===== src/rtl/pio_out_blink.sv =====
// pio_out_blink: Avalon-MM output PIO with set/clear/toggle and per-bit prescaled blink
module pio_out_blink #(
  parameter int DATA_WIDTH = 8,
  parameter logic [DATA_WIDTH-1:0] RESET_VALUE = '0,
  parameter int PRESCALE_WIDTH = 24,
  parameter logic [PRESCALE_WIDTH-1:0] RESET_PERIOD = '0
) (
  input  logic                  clk,
  input  logic                  reset,
  input  logic [2:0]            address,
  input  logic                  chipselect,
  input  logic                  write_n,
  input  logic [31:0]           writedata,
  output logic [31:0]           readdata,
  output logic [DATA_WIDTH-1:0] out_port
);
  logic [DATA_WIDTH-1:0] data, blink_en, wd_d, data_nxt;
  logic [PRESCALE_WIDTH-1:0] period, cnt, cnt_inc;
  logic phase, wr, unused_wd;
  assign wr = chipselect & ~write_n;
  assign wd_d = writedata[DATA_WIDTH-1:0];
  assign cnt_inc = cnt + PRESCALE_WIDTH'(1);
  assign unused_wd = ^writedata;
  assign out_port = data & (~blink_en | {DATA_WIDTH{phase}});
  // data register update from DATA / OUTSET / OUTCLR / OUTTGL writes
  always_comb begin
    data_nxt = !wr              ? data :
               address == 3'd0 ? wd_d :
               address == 3'd4 ? (data | wd_d) :
               address == 3'd5 ? (data & ~wd_d) :
               address == 3'd6 ? (data ^ wd_d) : data;
  end
  // register file and blink prescaler; a PERIOD write restarts the blink cycle
  always_ff @(posedge clk) begin
    if (reset) begin
      data <= RESET_VALUE;
      blink_en <= '0;
      period <= RESET_PERIOD;
      cnt <= '0;
      phase <= 1'b1;
    end else begin
      data <= data_nxt;
      if (wr && address == 3'd1) blink_en <= wd_d;
      if (wr && address == 3'd2) begin
        period <= writedata[PRESCALE_WIDTH-1:0];
        cnt <= '0;
        phase <= 1'b1;
      end else if (period == '0) begin
        cnt <= '0;
        phase <= 1'b1;
      end else if (cnt_inc == period) begin
        cnt <= '0;
        phase <= ~phase;
      end else begin
        cnt <= cnt_inc;
      end
    end
  end
  // combinational register readback, zero-extended
  always_comb begin
    readdata = address == 3'd0 ? 32'(data) :
               address == 3'd1 ? 32'(blink_en) :
               address == 3'd2 ? 32'(period) :
               address == 3'd3 ? 32'(out_port) : 32'd0;
  end
endmodule


===== config.mk =====
export PLATFORM = sky130hd
export DESIGN_NAME = pio_out_blink
export DESIGN_NICKNAME = d
export VERILOG_FILES = /design/src/rtl/pio_out_blink.sv
export SDC_FILE = /design/constraint.sdc
export NUM_CORES = 1
export LEC_CHECK = 0
export CORE_MARGIN = 2
export CORE_UTILIZATION = 55
export CTS_CLUSTER_DIAMETER = 40
export DETAILED_ROUTE_END_ITERATION = 8
export PLACE_DENSITY = 0.9
export SYNTH_ARGS = -nofsm -noshare
export SYNTH_HDL_FRONTEND = slang
export SYNTH_SLANG_ARGS = --single-unit

===== constraint.sdc =====
create_clock -name clk -period 4.7 [get_ports clk]
set_input_delay 0.705 -clock clk [delete_from_list [all_inputs] [get_ports clk]]
set_output_delay 0.705 -clock clk [all_outputs]
set_load 0.03 [all_outputs]

==> metrics.cfg, run 1 <==
[min_path]
hold_path_class=flip-flop to flip-flop
hold_depth=2
min_from=data[5]
holdPathEnd=data[5]

[power_and_ir_drop]
power_frac_comb=0.146
clockPowerShare=0.416
finalPower_uw=1300
p_int_uw=950
powerDensity_nw_per_um2=255
p_leak_uw=0.00180
power_switching_uw=352
peakVddDrop_uv=160
switching_share=0.270
power_frac_seq=0.438

[placement]
io_buffers=62
dpl_worst_slack_ns=0.800
dpl.cell_count=675
dp_hpwl_um=8030
gp_congestion=0.906

[floorplanning]
rows=32
dieArea_um2=8490
die_h_um=92.2
io_pins=79
die_w_um=92.2
coreArea_um2=7610
start_util=0.562

[clocking]
ctsHtreeMaxLevel=3
cts_tree=yes
hold_buffers=0
clockBufferDepth=2
cts_buffers=9
clk_pin_slew_ns=0.07
cts.sinks=65
cts_root_buf=clkbuf_8
cts.repair.resized=0
worstSkewPairLatency_ns=0.34
cts_setup_buffers=0

[finish]
drive_gt1_frac=0.109
area_growth_pct=19.6
layout.cells.non_filler=691
multiInputGateArea_um2=2710
fin_nets=640
antenna_cells=0
regArea_um2=1300
n_fill_cell=606

[timing]
drv_slew=0
skew_ns=0.00757
worst_pin_slew_ns=0.974
fin_crit_ns=4.11
finalCritPeriodShare=0.875
rsz0062_at_grt=false
setup_ws_ns=0.586
hold_viol_final=0
fmax_mhz=243
setup-tns-final_ns=0
slew_headroom=0.348
setup_viol=0

[global_routing]
antenna_found_initial=0
track_usage=0.267
grt_max_degree=42
grt_pass1_wl_um=18300
grt_pass1_vias=3900
grt_overflow=0

[logic_synthesis]
synth_area_leader_cell=dfxtp_1
yosys_register_bits=65
ys_top_cells_by_count=nand2_1, dfxtp_1, a21oi_1, nor2_1, xnor2_1
synth_area_leaders=dfxtp_1, nand2_1, a21oi_1
avgSynthCellArea_um2=7.91
synth_edf_count=0
ys_warn_count=0
synth.distinct_cells=60
syn_inst=540
yosysSeqAreaShare=0.304
synthArstFlopShare=0
synthFlopType=dfxtp_1
synth_top_area_share=0.304
synth_most_common_cell=nand2_1
syn_area_um2=4270

[route]
vias=4126
ant_nets=0
drc=0
drtIter0Drc=309
finalWirelength_um=11200
wl_per_cell_um=16.2
dr.pass1.iters=5
vias_per_cell=5.97

[critical_path]
path_max_fanout=29
crit_arrival_ns=3.41
timing.critical_path.mode_cell=clkdlybuf4s50_1
rr_endpoint=cnt[20]
rr_startpoint=cnt[0]
critPathLaunchType=input port
end_kind=output port
cp_slowest_stage_delay_ns=0.74
crit_path_cell_trace=clkdlybuf4s50_1 > buf_4 > nand2b_1 > nand2_1 > o22ai_1 > a211oi_1 > clkdlybuf4s50_1
crit_required_ns=3.99
critPathSlowestCell=clkdlybuf4s50_1
ff2ff_setup_slack_ns=0.85
rr_worst_depth=9
crit_type=input port to output port

[flow_run]
drv_cap=0

[run_status]
outcome=completed

==> cell families (layout without fill, tap and decap cells) <==
logic type,count (synthesis),in the layout,synth area share
multiplexers,10,10,0.0237
XOR/XNOR,41,41,0.0922
adder cells (fa/ha/maj),17,17,0.0498
AND/OR/NAND/NOR,231,231,0.296
AO/OA/AOI/OAI,112,112,0.165
other,1,8,0.000877
buffers and inverters,63,105,0.0682
flip-flops,65,65,0.304
==> per-stage QoR <==
stage / hold WS, ns / cell area [um2] / util
final: 0.494 / 5110 / 0.672
after global routing: 0.506 / 5110 / 0.672
after CTS: 0.493 / 5110 / 0.672
after detailed placement: 0.484 / 4890 / 0.642
after global placement: 0.469 / 4890 / 0.642
after floorplan: 0.458 / 4300 / -
==> worst max-delay path by stage <==
stage	from	to	slack, ns	depth (start not counted)
after CTS	address[0]	readdata[6]	0.68	7
after detailed placement	address[0]	readdata[6]	0.80	7
final	address[0]	readdata[6]	0.59	7
after floorplan	address[0]	readdata[0]	1.68	6
after global routing	address[0]	readdata[6]	0.47	7
after global placement	address[0]	readdata[4]	0.84	7
==> worst max-delay path: cells and delay by family <==
kind,cells,cell delay [ns]
simple gates,2,0.67
buf+inv,3,1.48
compound gates,2,0.54
==> area by class of cell <==
type,instances,share of cell area
clock buffer,10,0.0269
clock inverter,6,0.0176
inverter,21,0.0154
multi-input combinational,419,0.530
sequential,65,0.254
tap,102,0.0250
timing repair buffer,68,0.130
==> power groups by stage <==
stage / registers, uW / clock network [uW] / logic, uW
global placement: 582 / 0 / 180
detailed placement: 583 / 0 / 186
finish: 570 / 542 / 190
CTS: 570 / 547 / 187
floorplan: 579 / 0 / 128
global route: 572 / 568 / 205
==> layer usage <==
layer  share of wire  GRT usage  vias up
li1                -          -     1959
met1            0.41      0.332     1908
met2            0.49      0.445      221
met3           0.077     0.0468       38
met4           0.029      0.129        0
met5               0          0        -
==> state kept, by name, summed over array words and instances (netlist names) <==
| signal | cells |
|---|---|
| blink_en | 8 |
| cnt | 24 |
| data | 8 |
| period | 24 |
| phase | 1 |
==> cell usage in the layout, fill, tap and decap left out, types with 2 or more instances in the layout <==
cell type | Yosys | routed
o22ai_1 | 8 | 8
xnor2_1 | 24 | 24
bufinv_16 | 0 | 2
clkbuf_8 | 0 | 10
xor2_1 | 14 | 14
nor3_1 | 6 | 5
conb_1 | 1 | 8
nor4_1 | 12 | 12
nor2_2 | 21 | 21
o221ai_1 | 8 | 8
ha_1 | 17 | 17
a31oi_1 | 2 | 2
a211oi_1 | 8 | 8
nor3_2 | 1 | 2
clkdlybuf4s50_1 | 0 | 62
or4_4 | 2 | 2
nor2b_1 | 4 | 4
dfxtp_1 | 65 | 65
and4_1 | 3 | 3
inv_1 | 21 | 21
nand2_1 | 73 | 73
and3_1 | 4 | 4
a21oi_1 | 50 | 50
buf_4 | 8 | 6
o21ai_1 | 2 | 2
o21ai_0 | 14 | 14
and2_1 | 16 | 16
nand4_2 | 6 | 6
xnor3_1 | 2 | 2
a2bb2oi_1 | 2 | 2
o31ai_1 | 2 | 2
nand4_1 | 6 | 6
nor2_1 | 35 | 35
mux2i_1 | 9 | 9
o22a_1 | 8 | 8
or4_1 | 3 | 3
nand2b_1 | 7 | 7
nand3_1 | 21 | 21
nor3b_1 | 2 | 2
(Power assumes the default switching activity.)
==> run 2, diff against run 1 <==
ABC_CLOCK_PERIOD_IN_PS = 4700   (was not set)
GPL_ROUTABILITY_DRIVEN = 1   (was not set)
SKIP_CTS_REPAIR_TIMING = 1   (was not set)
==> results of run 2 <==
The final DEF is identical to that of run 1; final timing and power are the same.
==> run 3, diff against run 2 <==
ABC_CLOCK_PERIOD_IN_PS = 4960   (was 4700)
CORE_UTILIZATION = 40   (was 55)
PLACE_DENSITY = 0.71   (was 0.9)
clock period = 4.96 ns   (was 4.7 ns; I/O delays follow)
==> run 3 against run 2 <==
Effect of this change: core utilization down 18 points; routed wire length grew 2.9%; die area increased by 36%; clock power shrank 18%; first-iteration DRC count down 31%; via count down 4.0%; combinational power shrank 5%; critical path type unchanged; largest power group unchanged.
==> metrics.cfg, run 3 (synthesis gave the netlist of run 1 again) <==
[placement]
io_buffers=62  ; unchanged
dpl_worst_slack_ns=0.946  ; +0.146 ns
gp_congestion=0.859  ; -5.3%
placed_area_um2=4940  ; +1.2%
dp_hpwl_um=8510  ; +6.0%

[finish]
mostFrequentLayoutCell=nand2_1
area_growth_pct=20.2
drive_gt1_frac=0.110  ; +0.00132
fin_nets=642  ; +0.31%
final_util=0.495  ; -0.177
design_area_um2=5140  ; +0.44%
top_regs=cnt x24, period x24
multiInputGateArea_um2=2710  ; unchanged
regArea_um2=1300  ; unchanged
antenna_cells=0  ; unchanged
mostFrequentLayoutCells=nand2_1, dfxtp_1, clkdlybuf4s50_1, a21oi_1, nor2_1
n_fill_cell=995  ; +64%

[floorplanning]
io_pins=79  ; unchanged
coreArea_um2=10400  ; +36%
die_w_um=107  ; +17%
rows=37  ; +16%
dieArea_um2=11500  ; +36%
start_util=0.412  ; -0.150
die_h_um=107  ; +17%

[route]
ant_nets=0  ; unchanged
drc=0  ; unchanged
vias=3959  ; -4.0%
finalWirelength_um=11500  ; +2.9%
wl_per_cell_um=15.9  ; -2.2%
vias_per_cell=5.45  ; -8.8%
drtIter0Drc=214  ; -31%
dr.pass1.iters=5  ; unchanged

[global_routing]
grt_pass1_wl_um=18800  ; +2.6%
grt_overflow=0  ; unchanged
grt_max_degree=42  ; unchanged
track_usage=0.206  ; -0.0610
grt_pass1_vias=3736  ; -4.2%
antenna_found_initial=0  ; unchanged

[clocking]
clk_pin_slew_ns=0.08  ; about the same
cts_buffers=9  ; unchanged
worstSkewPairLatency_ns=0.35  ; about the same
cts_root_buf=clkbuf_8
cts_tree=yes
clockBufferDepth=2  ; unchanged
cts.sinks=65  ; unchanged
ctsHtreeMaxLevel=3  ; unchanged

[critical_path]
end_kind=output port
crit_type=input port to output port
crit_arrival_ns=3.31  ; -0.10 ns
ff2ff_setup_slack_ns=1.13  ; +0.28 ns
rr_worst_depth=10  ; +1
crit_required_ns=4.22  ; +0.23 ns
path_max_fanout=17  ; -41%
critPathLaunchType=input port
rr_startpoint=cnt[0]
rr_endpoint=cnt[15]
crit_end=readdata[1]
startpoint=address[0]

[timing]
slew_headroom=0.325  ; -0.0233
fmax_mhz=247
setup_ws_ns=0.908  ; +0.322 ns
hold_viol_final=0  ; unchanged
setup-tns-final_ns=0  ; unchanged
drv_slew=0  ; unchanged
skew_ns=0.0162  ; +0.00865 ns
setup_viol=0  ; unchanged
finalCritPeriodShare=0.817
rsz0062_at_grt=false
worst_pin_slew_ns=1.01  ; +0.0332 ns
fin_crit_ns=4.05

[flow_run]
drv_cap=0  ; unchanged

[power_and_ir_drop]
p_leak_uw=0.00179  ; -0.68%
peakVddDrop_uv=122  ; -24%
powerDensity_nw_per_um2=227  ; -11%

[min_path]
hold_path_class=flip-flop to flip-flop

[run_status]
outcome=completed

## run 3: cell types whose count changed in the layout (fill, tap and decap cells not counted), sizes merged
cell      previous run  this run
bufinv               2         0
inv                 22        21
buf                  6         8
clkbuf              10        13
clkinv               2         1
clkinvlp             1         2
## run 3: worst min-delay path by stage
stage,from,end,cells past startpoint
after floorplan,period[9],period[9],2
after global placement,data[7],data[7],2
after detailed placement,data[7],data[7],2
after CTS,data[7],data[7],2
after global routing,data[5],data[5],2
final,data[4],data[4],2
## run 3: power by group
part | total (uW) | switching [uW] | leakage (uW) | internal (uW)
Clock | 442 | 219 | 0.0000919 | 224
Sequential | 541 | 11.0 | 0.000525 | 530
Combinational | 181 | 108 | 0.00117 | 73.6
## run 3: layer usage
metal / wire [um] / share of wire / global-route usage / up-vias
li1: - / - / - / 1956
met1: 5300 / 0.46 / 0.279 / 1849
met2: 5460 / 0.47 / 0.331 / 137
met3: 578 / 0.050 / 0.0381 / 17
met4: 206 / 0.018 / 0.0650 / 0
met5: 0 / 0 / 0 / -
## run 3: layout make-up
class                   instances  share of cell area
clock buffers                  13              0.0329
multi-input cells             419               0.528
well taps                     136              0.0331
repair buffers                 70               0.133
flip-flops and latches         65               0.253
clock inverters                 3             0.00463
inverters                      21              0.0153
## run 3: worst max-delay path: stages
cell             delay (ns)
clkdlybuf4s50_1        0.71
nand2b_1               0.34
nand2_1                0.32
o22ai_1                0.14
a211oi_1               0.31
clkdlybuf4s50_1        0.73
## run 3: per-stage QoR
step                      hold WS [ns]  cells  total power (uW)
final                            0.494    727              1160
after global routing             0.512    727              1220
after CTS                        0.497    727              1170
after detailed placement         0.486    711               733
after global placement           0.472    711               729
after floorplan                  0.458    547               670
